## config.mk

```make
export PLATFORM = sky130hd
export DESIGN_NAME = vga_timing_gen
export DESIGN_NICKNAME = d
export VERILOG_FILES = /design/src/rtl/vga_pkg.sv /design/src/rtl/sync_delay_line.sv /design/src/rtl/vga_timing_gen.sv
export SDC_FILE = /design/constraint.sdc
export NUM_CORES = 1
export LEC_CHECK = 0
export ABC_AREA = 1
export CAP_MARGIN = 20
export CORE_MARGIN = 2
export CORE_UTILIZATION = 46
export CTS_CLUSTER_SIZE = 20
export DETAILED_ROUTE_END_ITERATION = 6
export MAX_ROUTING_LAYER = met4
export PLACE_DENSITY = 0.82
export SLEW_MARGIN = 40
export SYNTH_ARGS = -nofsm -noshare
export SYNTH_HDL_FRONTEND = slang
export SYNTH_SLANG_ARGS = --single-unit
```

## constraint.sdc

```tcl
create_clock -name clk -period 1.3 [get_ports clk]
set_clock_uncertainty 0.15 [all_clocks]
set_input_delay 0.195 -clock clk [delete_from_list [all_inputs] [get_ports clk]]
set_output_delay 0.195 -clock clk [all_outputs]
set_load 0.02 [all_outputs]
```

## src/rtl/vga_pkg.sv

```systemverilog
// rtl/vga_pkg.sv - shared 640x480@60 timing constants and sync level types
package vga_pkg;

    localparam int COORD_W = 10;

    localparam int DEF_H_ACTIVE = 640;
    localparam int DEF_H_FP     = 16;
    localparam int DEF_H_SYNC   = 96;
    localparam int DEF_H_BP     = 48;
    localparam int DEF_V_ACTIVE = 480;
    localparam int DEF_V_FP     = 10;
    localparam int DEF_V_SYNC   = 2;
    localparam int DEF_V_BP     = 33;

    localparam int DEF_H_TOTAL = DEF_H_ACTIVE + DEF_H_FP + DEF_H_SYNC + DEF_H_BP;
    localparam int DEF_V_TOTAL = DEF_V_ACTIVE + DEF_V_FP + DEF_V_SYNC + DEF_V_BP;

    // Bundle carried through the delay line, msb first.
    typedef struct packed {
        logic hsync;
        logic vsync;
        logic blank_n;
    } sync_t;

    // Inactive levels: syncs idle high, blanking asserted.
    localparam sync_t SYNC_RESET = '{hsync: 1'b1, vsync: 1'b1, blank_n: 1'b0};

    // Inclusive window test on a coordinate.
    function automatic logic in_window(input logic [COORD_W-1:0] v,
                                       input logic [COORD_W-1:0] lo,
                                       input logic [COORD_W-1:0] hi);
        return (v >= lo) && (v <= hi);
    endfunction

endpackage

```

## src/rtl/sync_delay_line.sv

```systemverilog
// rtl/sync_delay_line.sv - tick-enabled shift register aligning sync/blank with the pixel path
module sync_delay_line #(
    parameter int                 DEPTH     = 1,
    parameter int                 WIDTH     = 3,
    parameter logic [WIDTH-1:0]   RESET_VAL = '0
) (
    input  logic             clk,
    input  logic             rst_n,
    input  logic             tick,
    input  logic [WIDTH-1:0] din,
    output logic [WIDTH-1:0] dout
);

    logic [DEPTH-1:0][WIDTH-1:0] stage_q;
    logic [DEPTH-1:0][WIDTH-1:0] stage_d;

    // Shift one stage per pixel tick; hold otherwise.
    always_comb begin
        stage_d = stage_q;
        if (tick) begin
            stage_d[0] = din;
            for (int i = 1; i < DEPTH; i++) begin
                stage_d[i] = stage_q[i-1];
            end
        end
    end

    // Stage registers, cleared to the inactive levels.
    always_ff @(posedge clk or negedge rst_n) begin
        if (!rst_n) begin
            stage_q <= {DEPTH{RESET_VAL}};
        end else begin
            stage_q <= stage_d;
        end
    end

    assign dout = stage_q[DEPTH-1];

endmodule

```

## src/rtl/vga_timing_gen.sv

```systemverilog
// rtl/vga_timing_gen.sv - VGA raster counters, sync/blank generation and line/frame strobes
module vga_timing_gen
    import vga_pkg::*;
#(
    parameter int H_ACTIVE   = DEF_H_ACTIVE,
    parameter int H_FP       = DEF_H_FP,
    parameter int H_SYNC     = DEF_H_SYNC,
    parameter int H_BP       = DEF_H_BP,
    parameter int V_ACTIVE   = DEF_V_ACTIVE,
    parameter int V_FP       = DEF_V_FP,
    parameter int V_SYNC     = DEF_V_SYNC,
    parameter int V_BP       = DEF_V_BP,
    parameter int PIPE_DELAY = 1
) (
    input  logic               clk,
    input  logic               rst,
    output logic               vga_clk,
    output logic [COORD_W-1:0] x_pixel,
    output logic [COORD_W-1:0] y_pixel,
    output logic               display_area,
    output logic               hsync,
    output logic               vsync,
    output logic               blank_n,
    output logic               sync_n,
    output logic               line_start,
    output logic               frame_start
);

    localparam int H_TOTAL = H_ACTIVE + H_FP + H_SYNC + H_BP;
    localparam int V_TOTAL = V_ACTIVE + V_FP + V_SYNC + V_BP;

    localparam logic [COORD_W-1:0] X_LAST   = COORD_W'(H_TOTAL - 1);
    localparam logic [COORD_W-1:0] Y_LAST   = COORD_W'(V_TOTAL - 1);
    localparam logic [COORD_W-1:0] X_ACT    = COORD_W'(H_ACTIVE);
    localparam logic [COORD_W-1:0] Y_ACT    = COORD_W'(V_ACTIVE);
    localparam logic [COORD_W-1:0] HS_START = COORD_W'(H_ACTIVE + H_FP);
    localparam logic [COORD_W-1:0] HS_END   = COORD_W'(H_ACTIVE + H_FP + H_SYNC - 1);
    localparam logic [COORD_W-1:0] VS_START = COORD_W'(V_ACTIVE + V_FP);
    localparam logic [COORD_W-1:0] VS_END   = COORD_W'(V_ACTIVE + V_FP + V_SYNC - 1);

    if (H_TOTAL > (1 << COORD_W)) begin : g_h_total_check
        $error("vga_timing_gen: horizontal total does not fit the coordinate width");
    end
    if (V_TOTAL > (1 << COORD_W)) begin : g_v_total_check
        $error("vga_timing_gen: vertical total does not fit the coordinate width");
    end
    if ((PIPE_DELAY < 0) || (PIPE_DELAY > 3)) begin : g_delay_check
        $error("vga_timing_gen: PIPE_DELAY must be 0..3");
    end

    logic               phase_q, phase_d;
    logic [COORD_W-1:0] x_q, x_d;
    logic [COORD_W-1:0] y_q, y_d;
    logic               line_start_q, line_start_d;
    logic               frame_start_q, frame_start_d;

    logic  pix_tick;
    logic  x_wrap;
    logic  y_wrap;
    sync_t sync_raw;
    sync_t sync_out;

    assign pix_tick = phase_q;
    assign x_wrap   = (x_q == X_LAST);
    assign y_wrap   = (y_q == Y_LAST);

    // Next-state for the clock divider, raster counters and wrap strobes.
    always_comb begin
        phase_d       = ~phase_q;
        x_d           = x_q;
        y_d           = y_q;
        line_start_d  = 1'b0;
        frame_start_d = 1'b0;
        if (pix_tick) begin
            if (x_wrap) begin
                x_d          = '0;
                line_start_d = 1'b1;
                if (y_wrap) begin
                    y_d           = '0;
                    frame_start_d = 1'b1;
                end else begin
                    y_d = y_q + 1'b1;
                end
            end else begin
                x_d = x_q + 1'b1;
            end
        end
    end

    // Raster state registers.
    always_ff @(posedge clk or negedge rst) begin
        if (!rst) begin
            phase_q       <= 1'b0;
            x_q           <= '0;
            y_q           <= '0;
            line_start_q  <= 1'b0;
            frame_start_q <= 1'b0;
        end else begin
            phase_q       <= phase_d;
            x_q           <= x_d;
            y_q           <= y_d;
            line_start_q  <= line_start_d;
            frame_start_q <= frame_start_d;
        end
    end

    // Undelayed sync/blank levels decoded from the current counts.
    always_comb begin
        display_area     = (x_q < X_ACT) && (y_q < Y_ACT);
        sync_raw.hsync   = ~in_window(x_q, HS_START, HS_END);
        sync_raw.vsync   = ~in_window(y_q, VS_START, VS_END);
        sync_raw.blank_n = display_area;
    end

    if (PIPE_DELAY == 0) begin : g_no_delay
        assign sync_out = sync_raw;
    end else begin : g_delay
        sync_delay_line #(
            .DEPTH     (PIPE_DELAY),
            .WIDTH     (3),
            .RESET_VAL (SYNC_RESET)
        ) u_sync_delay (
            .clk   (clk),
            .rst_n (rst),
            .tick  (pix_tick),
            .din   (sync_raw),
            .dout  (sync_out)
        );
    end

    assign vga_clk     = phase_q;
    assign x_pixel     = x_q;
    assign y_pixel     = y_q;
    assign hsync       = sync_out.hsync;
    assign vsync       = sync_out.vsync;
    assign blank_n     = sync_out.blank_n;
    assign sync_n      = 1'b0;
    assign line_start  = line_start_q;
    assign frame_start = frame_start_q;

endmodule

```

# Word-level counts from Yosys, hierarchy flattened
# Cells that the tools add are included.
# W data, S select, Z words.
# word_totals
ff_bits	26
inputBits	2
output_inout_bits	28
wordCells	30
# op_classes
add_sub_neg	2
order_cmp	6
n_eq_ne	2
n_mux	7
bitwise	3
reduce_logical	4
# ops
operator	n
$add A10 B1 Y10 const B	2
$eq A10 B10 Y1 const B	2
$mux W10	2
$ge A10 B10 Y1 const B	1
$ge A10 B9 Y1 const B	1
$le A10 B10 Y1 const B	1
$le A10 B9 Y1 const B	1
$lt A10 B10 Y1 const B	1
$lt A10 B9 Y1 const B	1
$mux W1	5
$logic_and A1 B1 Y1	3
$not A1 Y1	3
$reduce_and A2 Y1	1

# Depth between registers and ports, before layout
# logic_depth
word_depth	4
mapped_depth	8
depth_no_buf	8

# By module
# A second synthesis with hierarchy kept.
# unflattened
hier_cells	195
hier_area_um2	1462.7
# modules_own_cells
module	n_inst	cells_per_inst	area_per_inst_um2	seq_area_each_um2
vga_timing_gen	1	182	1347.5	575.6
sync_delay_line	1	13	115.1	77.6

# Worst setup path after synthesis
# No wires, ideal clock.
# synth_path
path_kind	reg-to-reg
start	register x_q[1] (netlist: x_pixel[1])
end	register y_q[1] (netlist: y_pixel[1])
setup_ns	0.083
arrival_time_ns	1.372
t_required_ns	1.067
path_slack_ns	-0.305
path_stages_with_launch	9
n_path_buf	1
period_less_slack_ns	1.605
path_cell_list	dfrtp_1 ha_1 nand2_1 nor2_4 nand4_4 nor2_4 buf_6 nand3_1 o21ai_0
# synth_via
elab_chain_len	2
# synth_rtl
element	line	rtl
start, declared	vga_timing_gen.sv:52	logic [COORD_W-1:0] x_q, x_d;
start signal, assigned	vga_timing_gen.sv:94	x_q <= '0;
start signal, assigned	vga_timing_gen.sv:100	x_q <= x_d;
$eq A10 B10 Y1	vga_timing_gen.sv:64	assign x_wrap = (x_q == X_LAST);
$reduce_and A2 Y1 (no source line)	n/a	
end signal, assigned	vga_timing_gen.sv:101	y_q <= y_d;
end, declared	vga_timing_gen.sv:53	logic [COORD_W-1:0] y_q, y_d;
# Every way passes these cells.
# A chain may end at the register's enable or synchronous reset.

# Worst setup path in the final report
# layout_path
start	register y_q[7] (netlist: y_pixel[7])
end	output display_area
# layout_via
elab_chain_len	2
# layout_rtl
element	line	rtl
$lt A10 B9 Y1	vga_timing_gen.sv:109	display_area = (x_q < X_ACT) && (y_q < Y_ACT);
$logic_and A1 B1 Y1	vga_timing_gen.sv:109	
end, declared	vga_timing_gen.sv:20	output logic display_area,
# Every way passes these cells.

==> impl_results.md <==
- Top cell type by total area after synthesis: dfrtp_1
- Critical Path Sink: display_area
- Commonest non-fill, non-tap cell in the layout: buf_4
- Syn Nets: 191
- Via Count: 1743
- Critical Path RT: 950 ps
- Routed wire length: 5720 um
- Post-route DRC: 0
- Non-filler cells, final: 325
- Via/cell ratio: 5.36
- Fraction of layout instances using a drive strength above 1: 59.1%
- Worst setup EP type: output port
- Overall Power: 1.28 mW
- Die X-Extent: 60.6 um
- Hold Crit Class: in2async
- Die height: 60.6 um
- Top layer in use: met4
- Commonest non-fill, non-tap cells in the layout: 47 x buf_4, 43 x buf_6, 32 x nand2_1
- Final ANT Viol Nets: 0
- RSZ-0062 raised after global routing: true
- Detailed Place HPWL: 2730 um
- DRT Pass-1 Iters: 4
- Synth Cell Area: 0.00147 mm^2
- Placed insts: 290
- Worst r2r src: x_pixel[8]
- Status: complete, but fails checks
- Post-Synthesis Cells: 185
- Synth top area cells: dfrtp_1 41%, nand2_1 9.9%, inv_1 6.6%, nand3_1 6.1%, nor2_1 4.3%
- Vias in the first global route: 1693
- Die footprint: 0.00367 mm^2
- Total negative slack: -8450 ps
- GRT overflow: 0
- R2r setup slk: -360 ps
- Failing checks: setup timing
- Worst-path clk slew: 160 ps
- FMAX: 0.586 GHz
- Max cap viols: 0
- Final Net Count: 288
- CTS H-tree depth: 1
- I/O Buffers: 28
- Met1 wire length: 2110 um
- Post-synth cell types: 24
- Largest net degree at the start of global routing: 27
- CTS tree: done
- All-Layer GR Usage: 31.1%
- Routed wire length per instance: 17.6 um
- Worst Reg2Reg Path Length in Cells: 8
- Yosys Warn Count: 0
- Routability cong.: 0.850
- Post-route worst setup slack: -407 ps
- Final setup vio count: 43
- Max clock buf depth: 2
- Seq/Total Area, Yosys: 44.4%
- Post-Syn Area per Cell: 7.95 um^2
- P_leak: 1.28 nW
- Slew Limit Fails: 0
- VDD IR max: 0.000602 V
- Routed met2 length: 2980 um
- Pwr dens: 483 mW/mm^2
- CTS Hold Buffers Added: 0
- First-pass GRT wire length: 7850 um
- Minimum clock period: 1710 ps
- Layout area overhead: 80.4%
- Wire length on met3: 391 um
- Fin. Hold Viols: 0
- Max FO, Critical Path: 2
- CTS Buf Count: 3
- Share of the synthesized area in the top cell type: 40.8%
- Startpoint Class: register
- Starting Density: 48.2%
- Final period util: 131%
- Number of synthesized register bits: 26
- Core box area: 0.00305 mm^2
- CP Class: reg2out
- Worst setup path startpoint: y_pixel[7]
- Initial antenna violation count: 0
- Initial DRC count: 148
- Diode count: 0
- # fillers: 140
- R2r endpoint: y_pixel[8]
- Clk_lat worst skew: 350 ps
- Worst Path Arrival: 1360 ps
- CTS Sinks: 26
- # rows: 20
- CTS root buf: clkbuf_4
- Num ports: 30
## cells by family after synthesis
group           synth area share, %
compound gates                 7.31
xor+xnor                       3.57
fa+ha+maj                      3.40
buf+inv                        9.95
flops                          44.4
other cells                   0.255
simple gates                   31.1
## cell usage after synthesis
| cell | n |
|---|---|
| nand4_4 | 1 |
| nor3_2 | 1 |
| buf_6 | 2 |
| ha_1 | 4 |
| xnor2_1 | 1 |
| a21oi_1 | 5 |
| inv_2 | 3 |
| conb_1 | 1 |
| nor3_1 | 5 |
| o21ai_0 | 9 |
| dfrtp_1 | 24 |
| nand4_1 | 5 |
| nor2_4 | 3 |
| nand3_1 | 18 |
| dfstp_2 | 2 |
| o21ai_1 | 6 |
| nand3b_1 | 4 |
| buf_4 | 2 |
| xor2_1 | 5 |
| o31ai_1 | 1 |
| nor2_1 | 17 |
| inv_1 | 26 |
| or2_2 | 1 |
| nand2_1 | 39 |
## state kept, by name, indices dropped and copies added (netlist names)
register,count
g_delay.u_sync_delay.dout,3
frame_start,1
x_pixel,10
y_pixel,10
line_start,1
vga_clk,1
## timing repair
| item | in CTS | in global routing |
|---|---|---|
| hold endpoints to repair | 0 | 0 |
| resized for setup | 203 | 34 |
| setup buffers | 23 | 14 |
| endpoints found under the setup margin | 48 | 48 |
| pin swaps | 15 | 18 |
## cell type report
type / instances / area [um^2] / share of cell area, %
tap: 44 / 55.1 / 2.07
timing repair buffer: 96 / 887 / 33.4
multi-input combinational: 126 / 893 / 33.6
clock buffer: 4 / 36.3 / 1.37
inverter: 29 / 114 / 4.29
sequential: 26 / 669 / 25.2
## critical path, cell delays in order, from the launching register on
cell and delay (ps):
dfrtp_2 450, nand2_2 90, nor2_4 40, nand2_2 60
nand4_1 130, inv_1 110, buf_6 120
## power by group
part / total (mW) / internal (mW) / switching [mW]
clock network: 0.445 / 0.172 / 0.273
logic: 0.0290 / 0.00879 / 0.0202
registers: 0.809 / 0.809 / 0
## worst min-delay path by stage
stage                                             from                            to  slack, ps
after global routing                               rst                    x_pixel[2]         30
after floorplan                                    rst                   frame_start       -250
after global placement    g_delay.u_sync_delay.dout[0]  g_delay.u_sync_delay.dout[0]        320
after CTS                                          rst                    x_pixel[2]         40
after detailed placement  g_delay.u_sync_delay.dout[1]  g_delay.u_sync_delay.dout[1]        330
final                                              rst                    x_pixel[2]         20
## routing by layer
layer | vias to the layer above | GRT usage (%)
li1 | 781 | -
met1 | 828 | 33.0
met2 | 103 | 55.0
met3 | 31 | 5.33
met4 | 0 | 16.5
met5 | - | -
## stage by stage
stage	setup WS (ps)	hold WS (ps)	util, %	instance area (um^2)
finish	-407	17.1	87.0	2660
global route	-454	30.4	87.0	2660
CTS	-361	40.4	81.0	2470
detailed placement	-455	334	69.1	2110
global placement	-418	317	69.1	2110
floorplan	-169	-251	-	1530
No activity file was read; power rests on OpenSTA's default activity.
